==> src/rtl/commit_trace_pkg.sv <==
// Shared types and constants for the commit trace buffer.
// An entry is one architectural commit: a register write or a store.
package commit_trace_pkg;

    localparam logic [1:0] TR_REG     = 2'b01;
    localparam logic [1:0] TR_MEM     = 2'b10;
    localparam int         DROP_CNT_W = 16;
    localparam int         ENTRY_W    = 103;

    typedef struct packed {
        logic [1:0]  typ;
        logic [4:0]  rd;
        logic [31:0] addr;
        logic [31:0] data;
        logic [31:0] cycle;
    } trace_entry_t;

endpackage

==> src/rtl/trace_fifo2w.sv <==
// Dual-push, single-pop synchronous FIFO with first-word fall-through head.
// Lane 0 is written ahead of lane 1 when both push; the caller guarantees room.
module trace_fifo2w #(
    parameter int DEPTH = 16,
    parameter int W     = 103
) (
    input  logic                   clk_i,
    input  logic                   rst_i,
    input  logic                   push0_i,
    input  logic [W-1:0]           push0_data_i,
    input  logic                   push1_i,
    input  logic [W-1:0]           push1_data_i,
    input  logic                   pop_i,
    output logic [W-1:0]           head_data_o,
    output logic [$clog2(DEPTH):0] count_o,
    output logic [$clog2(DEPTH):0] free_o
);

    localparam int PW = $clog2(DEPTH);
    localparam int CW = PW + 1;

    logic [W-1:0]  mem_q [DEPTH];
    logic [PW-1:0] wr_ptr_q, wr_ptr_d;
    logic [PW-1:0] rd_ptr_q, rd_ptr_d;
    logic [PW-1:0] wr1_ptr;
    logic [CW-1:0] count_q, count_d;
    logic          pop_ok;

    always_comb begin
        pop_ok   = pop_i && (count_q != '0);
        // Lane 1 lands right after lane 0 only if lane 0 actually pushed.
        wr1_ptr  = wr_ptr_q + PW'(push0_i);
        wr_ptr_d = wr_ptr_q + PW'(push0_i) + PW'(push1_i);
        rd_ptr_d = rd_ptr_q + PW'(pop_ok);
        count_d  = count_q + CW'(push0_i) + CW'(push1_i) - CW'(pop_ok);
    end

    always_ff @(posedge clk_i) begin
        if (!rst_i) begin
            wr_ptr_q <= '0;
            rd_ptr_q <= '0;
            count_q  <= '0;
        end else begin
            wr_ptr_q <= wr_ptr_d;
            rd_ptr_q <= rd_ptr_d;
            count_q  <= count_d;
        end
    end

    always_ff @(posedge clk_i) begin
        if (rst_i) begin
            if (push0_i) mem_q[wr_ptr_q] <= push0_data_i;
            if (push1_i) mem_q[wr1_ptr]  <= push1_data_i;
        end
    end

    assign head_data_o = mem_q[rd_ptr_q];
    assign count_o     = count_q;
    assign free_o      = CW'(DEPTH) - count_q;

endmodule

==> src/rtl/commit_trace_buffer.sv <==
// Captures WB register writes and MEM stores as timestamped trace entries,
// queues them for a valid/ready consumer and accounts for any dropped events.
module commit_trace_buffer
    import commit_trace_pkg::*;
#(
    parameter int DEPTH  = 16,
    parameter bit LOG_R0 = 1'b0
) (
    input  logic                   clk_i,
    input  logic                   rst_i,
    input  logic                   wb_regwrite_i,
    input  logic [4:0]             wb_rd_i,
    input  logic [31:0]            wb_data_i,
    input  logic [31:0]            wb_pc_i,
    input  logic                   mem_write_i,
    input  logic [31:0]            mem_addr_i,
    input  logic [31:0]            mem_wdata_i,
    output logic                   tr_valid_o,
    input  logic                   tr_ready_i,
    output logic [1:0]             tr_type_o,
    output logic [4:0]             tr_rd_o,
    output logic [31:0]            tr_addr_o,
    output logic [31:0]            tr_data_o,
    output logic [31:0]            tr_cycle_o,
    output logic [$clog2(DEPTH):0] count_o,
    output logic                   overflow_o,
    output logic [15:0]            drop_cnt_o
);

    localparam int CW  = $clog2(DEPTH) + 1;
    localparam int DSW = DROP_CNT_W + 1;

    logic [31:0]           cycle_q, cycle_d;
    logic                  overflow_q, overflow_d;
    logic [DROP_CNT_W-1:0] drop_cnt_q, drop_cnt_d;
    logic [DSW-1:0]        drop_sum;
    logic                  reg_ev, mem_ev, push_reg, push_mem;
    logic [1:0]            n_drop;
    logic [CW-1:0]         free;
    logic [CW-1:0]         count;
    trace_entry_t          reg_entry, mem_entry, head, shown;

    always_comb begin
        reg_ev    = wb_regwrite_i && ((wb_rd_i != 5'd0) || LOG_R0);
        mem_ev    = mem_write_i;
        // Room is judged on start-of-cycle occupancy; REG has priority over MEM.
        push_reg  = reg_ev && (free != '0);
        push_mem  = mem_ev && (free > CW'(push_reg));
        n_drop    = 2'(reg_ev && !push_reg) + 2'(mem_ev && !push_mem);
        drop_sum  = {1'b0, drop_cnt_q} + DSW'(n_drop);

        cycle_d    = cycle_q + 32'd1;
        overflow_d = overflow_q || (n_drop != 2'd0);
        drop_cnt_d = drop_sum[DROP_CNT_W] ? '1 : drop_sum[DROP_CNT_W-1:0];

        reg_entry = '{typ: TR_REG, rd: wb_rd_i, addr: wb_pc_i,
                      data: wb_data_i, cycle: cycle_q};
        mem_entry = '{typ: TR_MEM, rd: 5'd0, addr: mem_addr_i,
                      data: mem_wdata_i, cycle: cycle_q};
    end

    always_ff @(posedge clk_i) begin
        if (!rst_i) begin
            cycle_q    <= '0;
            overflow_q <= 1'b0;
            drop_cnt_q <= '0;
        end else begin
            cycle_q    <= cycle_d;
            overflow_q <= overflow_d;
            drop_cnt_q <= drop_cnt_d;
        end
    end

    trace_fifo2w #(
        .DEPTH (DEPTH),
        .W     (ENTRY_W)
    ) u_fifo (
        .clk_i        (clk_i),
        .rst_i        (rst_i),
        .push0_i      (push_reg),
        .push0_data_i (reg_entry),
        .push1_i      (push_mem),
        .push1_data_i (mem_entry),
        .pop_i        (tr_ready_i),
        .head_data_o  (head),
        .count_o      (count),
        .free_o       (free)
    );

    // Storage is uninitialised after reset, so the head is masked while empty.
    assign tr_valid_o = (count != '0);
    assign shown      = tr_valid_o ? head : '0;
    assign tr_type_o  = shown.typ;
    assign tr_rd_o    = shown.rd;
    assign tr_addr_o  = shown.addr;
    assign tr_data_o  = shown.data;
    assign tr_cycle_o = shown.cycle;
    assign count_o    = count;
    assign overflow_o = overflow_q;
    assign drop_cnt_o = drop_cnt_q;

endmodule

==> config.mk <==
export PLATFORM = sky130hd
export DESIGN_NAME = commit_trace_buffer
export DESIGN_NICKNAME = d
export VERILOG_FILES = /design/src/rtl/commit_trace_pkg.sv /design/src/rtl/trace_fifo2w.sv /design/src/rtl/commit_trace_buffer.sv
export SDC_FILE = /design/constraint.sdc
export NUM_CORES = 2
export LEC_CHECK = 0
export BUFFER_PORTS_ARGS = -buffer_cell sky130_fd_sc_hd__buf_2
export CELL_PAD_IN_SITES_DETAIL_PLACEMENT = 0
export CELL_PAD_IN_SITES_GLOBAL_PLACEMENT = 1
export CORE_MARGIN = 1
export CORE_UTILIZATION = 34
export CTS_CLUSTER_SIZE = 10
export DETAILED_ROUTE_END_ITERATION = 7
export HOLD_SLACK_MARGIN = 0.15
export PLACE_DENSITY = 0.68
export REMOVE_ABC_BUFFERS = 1
export SKIP_CTS_REPAIR_TIMING = 1
export SLEW_MARGIN = 20
export SYNTH_ARGS = -nofsm -noshare
export SYNTH_HDL_FRONTEND = slang
export SYNTH_SLANG_ARGS = --single-unit
==> constraint.sdc <==
create_clock -name clk_i -period 7.48 [get_ports clk_i]
set_input_delay 0 -clock clk_i [delete_from_list [all_inputs] [get_ports clk_i]]
set_output_delay 0 -clock clk_i [all_outputs]
set_load 0.02 [all_outputs]
==> results_dict.tcl <==
set metrics [dict create \
    status "finished clean" \
    dr.first_iter.drc_count 10000 \
    path_cells "inv_1 > ha_1 > and2_1 > ha_1 > and2_1 > mux2i_1 > nor2_1 > nor2_1 > ha_1 > nand3_1 > and2_1 > a2111oi_4 > buf_4 > and2_4 > buf_4 > o21ai_0 > dlygate4sd3_1" \
    crit_required_ps 8090 \
    maxCapViolations 0 \
    slew_violations 0 \
    root_buffer "clkbuf_16" \
    grt-ovfl-total 0 \
    worst_setup_path_start_kind "flip-flop" \
    tightest_slew_ps 1230 \
    drt_pass1_iterations 7 \
    regToRegSetupSlack_ps 980 \
    crit_path_end "u_fifo.mem_q[4][72]$_DFFE_PP_" \
    cts.sinks 1710 \
    drtAntennaViolNets 0 \
    io-pin-count 264 \
    hold_ws_ps 140 \
    fin_area_um2 98400 \
    yosys-top-cells-area "edfxtp_1, mux4_2, o21ai_0" \
    crit_type "reg2reg" \
    avgSynthCellArea_um2 11.2 \
    clock_path_buffers 3 \
    core_region_area_um2 255000 \
    period_needed_ps 6500 \
    reg2regPathDepth 17 \
    worstSetupStartpoint "u_fifo.count_o[2]$_SDFF_PN0_" \
    final_cell_mix "edfxtp_1, nand2_1, o21ai_0" \
    crit_path_top_delay_cell "and2_4" \
    skew_ps 54.4 \
    slew-limit-headroom_pct 17.3 \
    cts-buffers-inserted 199 \
    grt_busiest_layer "met2" \
    setup_violations 0 \
    final.setup.worst_slack_ps 983 \
    final_common_cell "edfxtp_1" \
    p_switching_w 0.0106 \
    synth_top_cell_area_share_pct 52.9 \
    synth_cell_types 61 \
    swShare_pct 36.2 \
    start_util_pct 34.3 \
    pre_cts_ws_ps 1610 \
    final_cells 11100 \
    crit_arrival_ps 7110 \
    pwr-share-clk_pct 31.2 \
    num_rows 185 \
    r2r_end "u_fifo.mem_q[4][72]$_DFFE_PP_" \
    vdd_drop_max_uv 269 \
    hold_viol_final 0 \
    cpPeakStageDelay_ps 930 \
    seq_area_frac_synth_pct 56.8 \
    gp_congestion 0.825 \
    grt_pass1_wl_mm 474 \
    place_hpwl_mm 178 \
    place_area_um2 90400 \
    grtUsageTotal_pct 25.2 \
    fin_setup_tns_ps 0 \
    hp-class "in2reg" \
    grt_max_degree 172 \
    yosys_warnings 0 \
    synth-main-ff-cell "edfxtp_1" \
    totalWireLength_mm 335 \
    cp-end-kind "flip-flop" \
    cp_max_fo 51 \
    tritoncts "built" \
    die-width_um 509 \
    clk_latency_ps 850 \
    drive_above_1_share_pct 14.5 \
    antenna_found_initial 33 \
    die_area_um2 259000 \
    area_growth_syn_to_layout_pct 12.8 \
    rsz0062_at_grt "false" \
    grt_pass1_vias 64100 \
    die_h_um 509 \
    r2r-start "u_fifo.count_o[2]$_SDFF_PN0_" \
    met3_usage_pct 6.00 \
    clock.fmax_ghz 0.154 \
    period_share_pct 86.9 \
    port_buffers 263 \
    yosysTopAreaCell "edfxtp_1" \
    drc_errors 0 \
    syn_inst 7772 \
    final_nets 7767 \
    synth_edf_count 1536 \
    power.share.sequential_pct 39.2 \
    vias 67000 \
    synth-seq-cells 1710 \
    power.leakage_nw 30.8 \
    use_met2_pct 39.4 \
    dpl.cell_count 10600 \
    h-tree-depth 4 \
    syn_area_um2 87300 \
    pwr_density_cell_nw_per_um2 299 \
    via_per_inst 6.03 \
    wl_per_cell_um 30.2 \
    use_met1_pct 34.0 \
    p_int_w 0.0187 \
    clk_pin_slew_worst_paths_ps 60 \
    synthArstFlopShare_pct 0 \
    combPwrFrac_pct 29.6 \
]
[power by group through the flow]
stage               combinational (W)  sequential [W]  clock (W)
global route                  0.00907          0.0116    0.00957
CTS                           0.00848          0.0115    0.00922
finish                        0.00871          0.0115    0.00917
floorplan                     0.00450          0.0120          0
global placement              0.00841          0.0117          0
detailed placement            0.00846          0.0117          0
[flip-flops by register name (all words and copies together), names as in the netlist]
register	flops
u_fifo.rd_ptr_q	4
u_fifo.count_o	5
overflow_o	1
u_fifo.mem_q	1648
cycle_q	32
u_fifo.wr_ptr_q	4
drop_cnt_o	16
[stage by stage]
step | util [%] | power, W
global route | 38.7 | 0.0302
CTS | 37.8 | 0.0292
finish | 38.7 | 0.0294
detailed placement | 35.5 | 0.0201
global placement | 35.5 | 0.0201
floorplan | - | 0.0165
[logic make-up (layout without fill, tap and decap cells)]
group | Yosys count | in the layout | share of synthesized area (%)
multiplexers | 639 | 639 | 12.7
AND/OR/NAND/NOR | 2968 | 2968 | 16.1
buffers and inverters | 1054 | 1027 | 5.07
adder cells (fa/ha/maj) | 23 | 23 | 0.356
other | 0 | 8 | 0
XOR/XNOR | 43 | 43 | 0.432
flip-flops | 1710 | 1710 | 56.8
AO/OA/AOI/OAI | 1335 | 1335 | 8.49
[layer usage]
layer  vias up  wire length [um]  part of all wire [%]
met5         -                98                 0.029
met4        16             11800                   3.5
met3       761             38400                    11
met2      4591            153000                    46
met1     33800            132000                    39
li1      27800                 -                     -
[worst max-delay path: cells and delay by family, from the launching register on]
family                   cells  cell delay [ps]
AO/OA/AOI/OAI                2              530
adder cells (fa/ha/maj)      3              780
buffers and inverters        4             1800
flip-flops                   1              460
multiplexers                 1              260
AND/OR/NAND/NOR              7             2290
[synth_stat cells, types with 20 or more instances]
library cell and instances:
edfxtp_1 1536, nand2_1 1184, o21ai_0 1035, nand3_1 979, clkbuf_1 601, nor2b_1 537, mux4_2 374, mux2i_1 264
buf_2 208, dfxtp_1 174, nor2_1 154, buf_1 117, o22ai_1 65, inv_1 48, a21oi_1 47, buf_4 40
clkbuf_2 36, o211ai_1 34, and2_1 33, nand4_1 30, xor2_1 27, a21oi_2 20, ha_1 20
[how the worst min path moves through the flow]
stage	from	endpoint	slack [ps]	cells past startpoint
final	wb_rd_i[2]	u_fifo.mem_q[0][98]$_SDFFE_PP0P_	140	4
after global routing	wb_rd_i[2]	u_fifo.mem_q[0][98]$_SDFFE_PP0P_	160	4
after CTS	wb_rd_i[1]	u_fifo.mem_q[0][97]$_SDFFE_PP0P_	-450	3
after detailed placement	overflow_o$_SDFF_PN0_	overflow_o	440	1
after global placement	wb_rd_i[2]	u_fifo.mem_q[0][98]$_SDFFE_PP0P_	430	3
after floorplan	rst_i	drop_cnt_o[0]$_SDFF_PN0_	120	1
[area by class of cell]
class	count	area, um2
clock inverter	29	355
tap	3366	4210
antenna	8	20.0
inverter	50	275
timing repair buffer	637	4890
clock buffer	311	5500
fill	24200	156000
sequential	1710	49600
multi-input combinational	5008	33600
No activity file was read; power rests on OpenSTA's default activity.
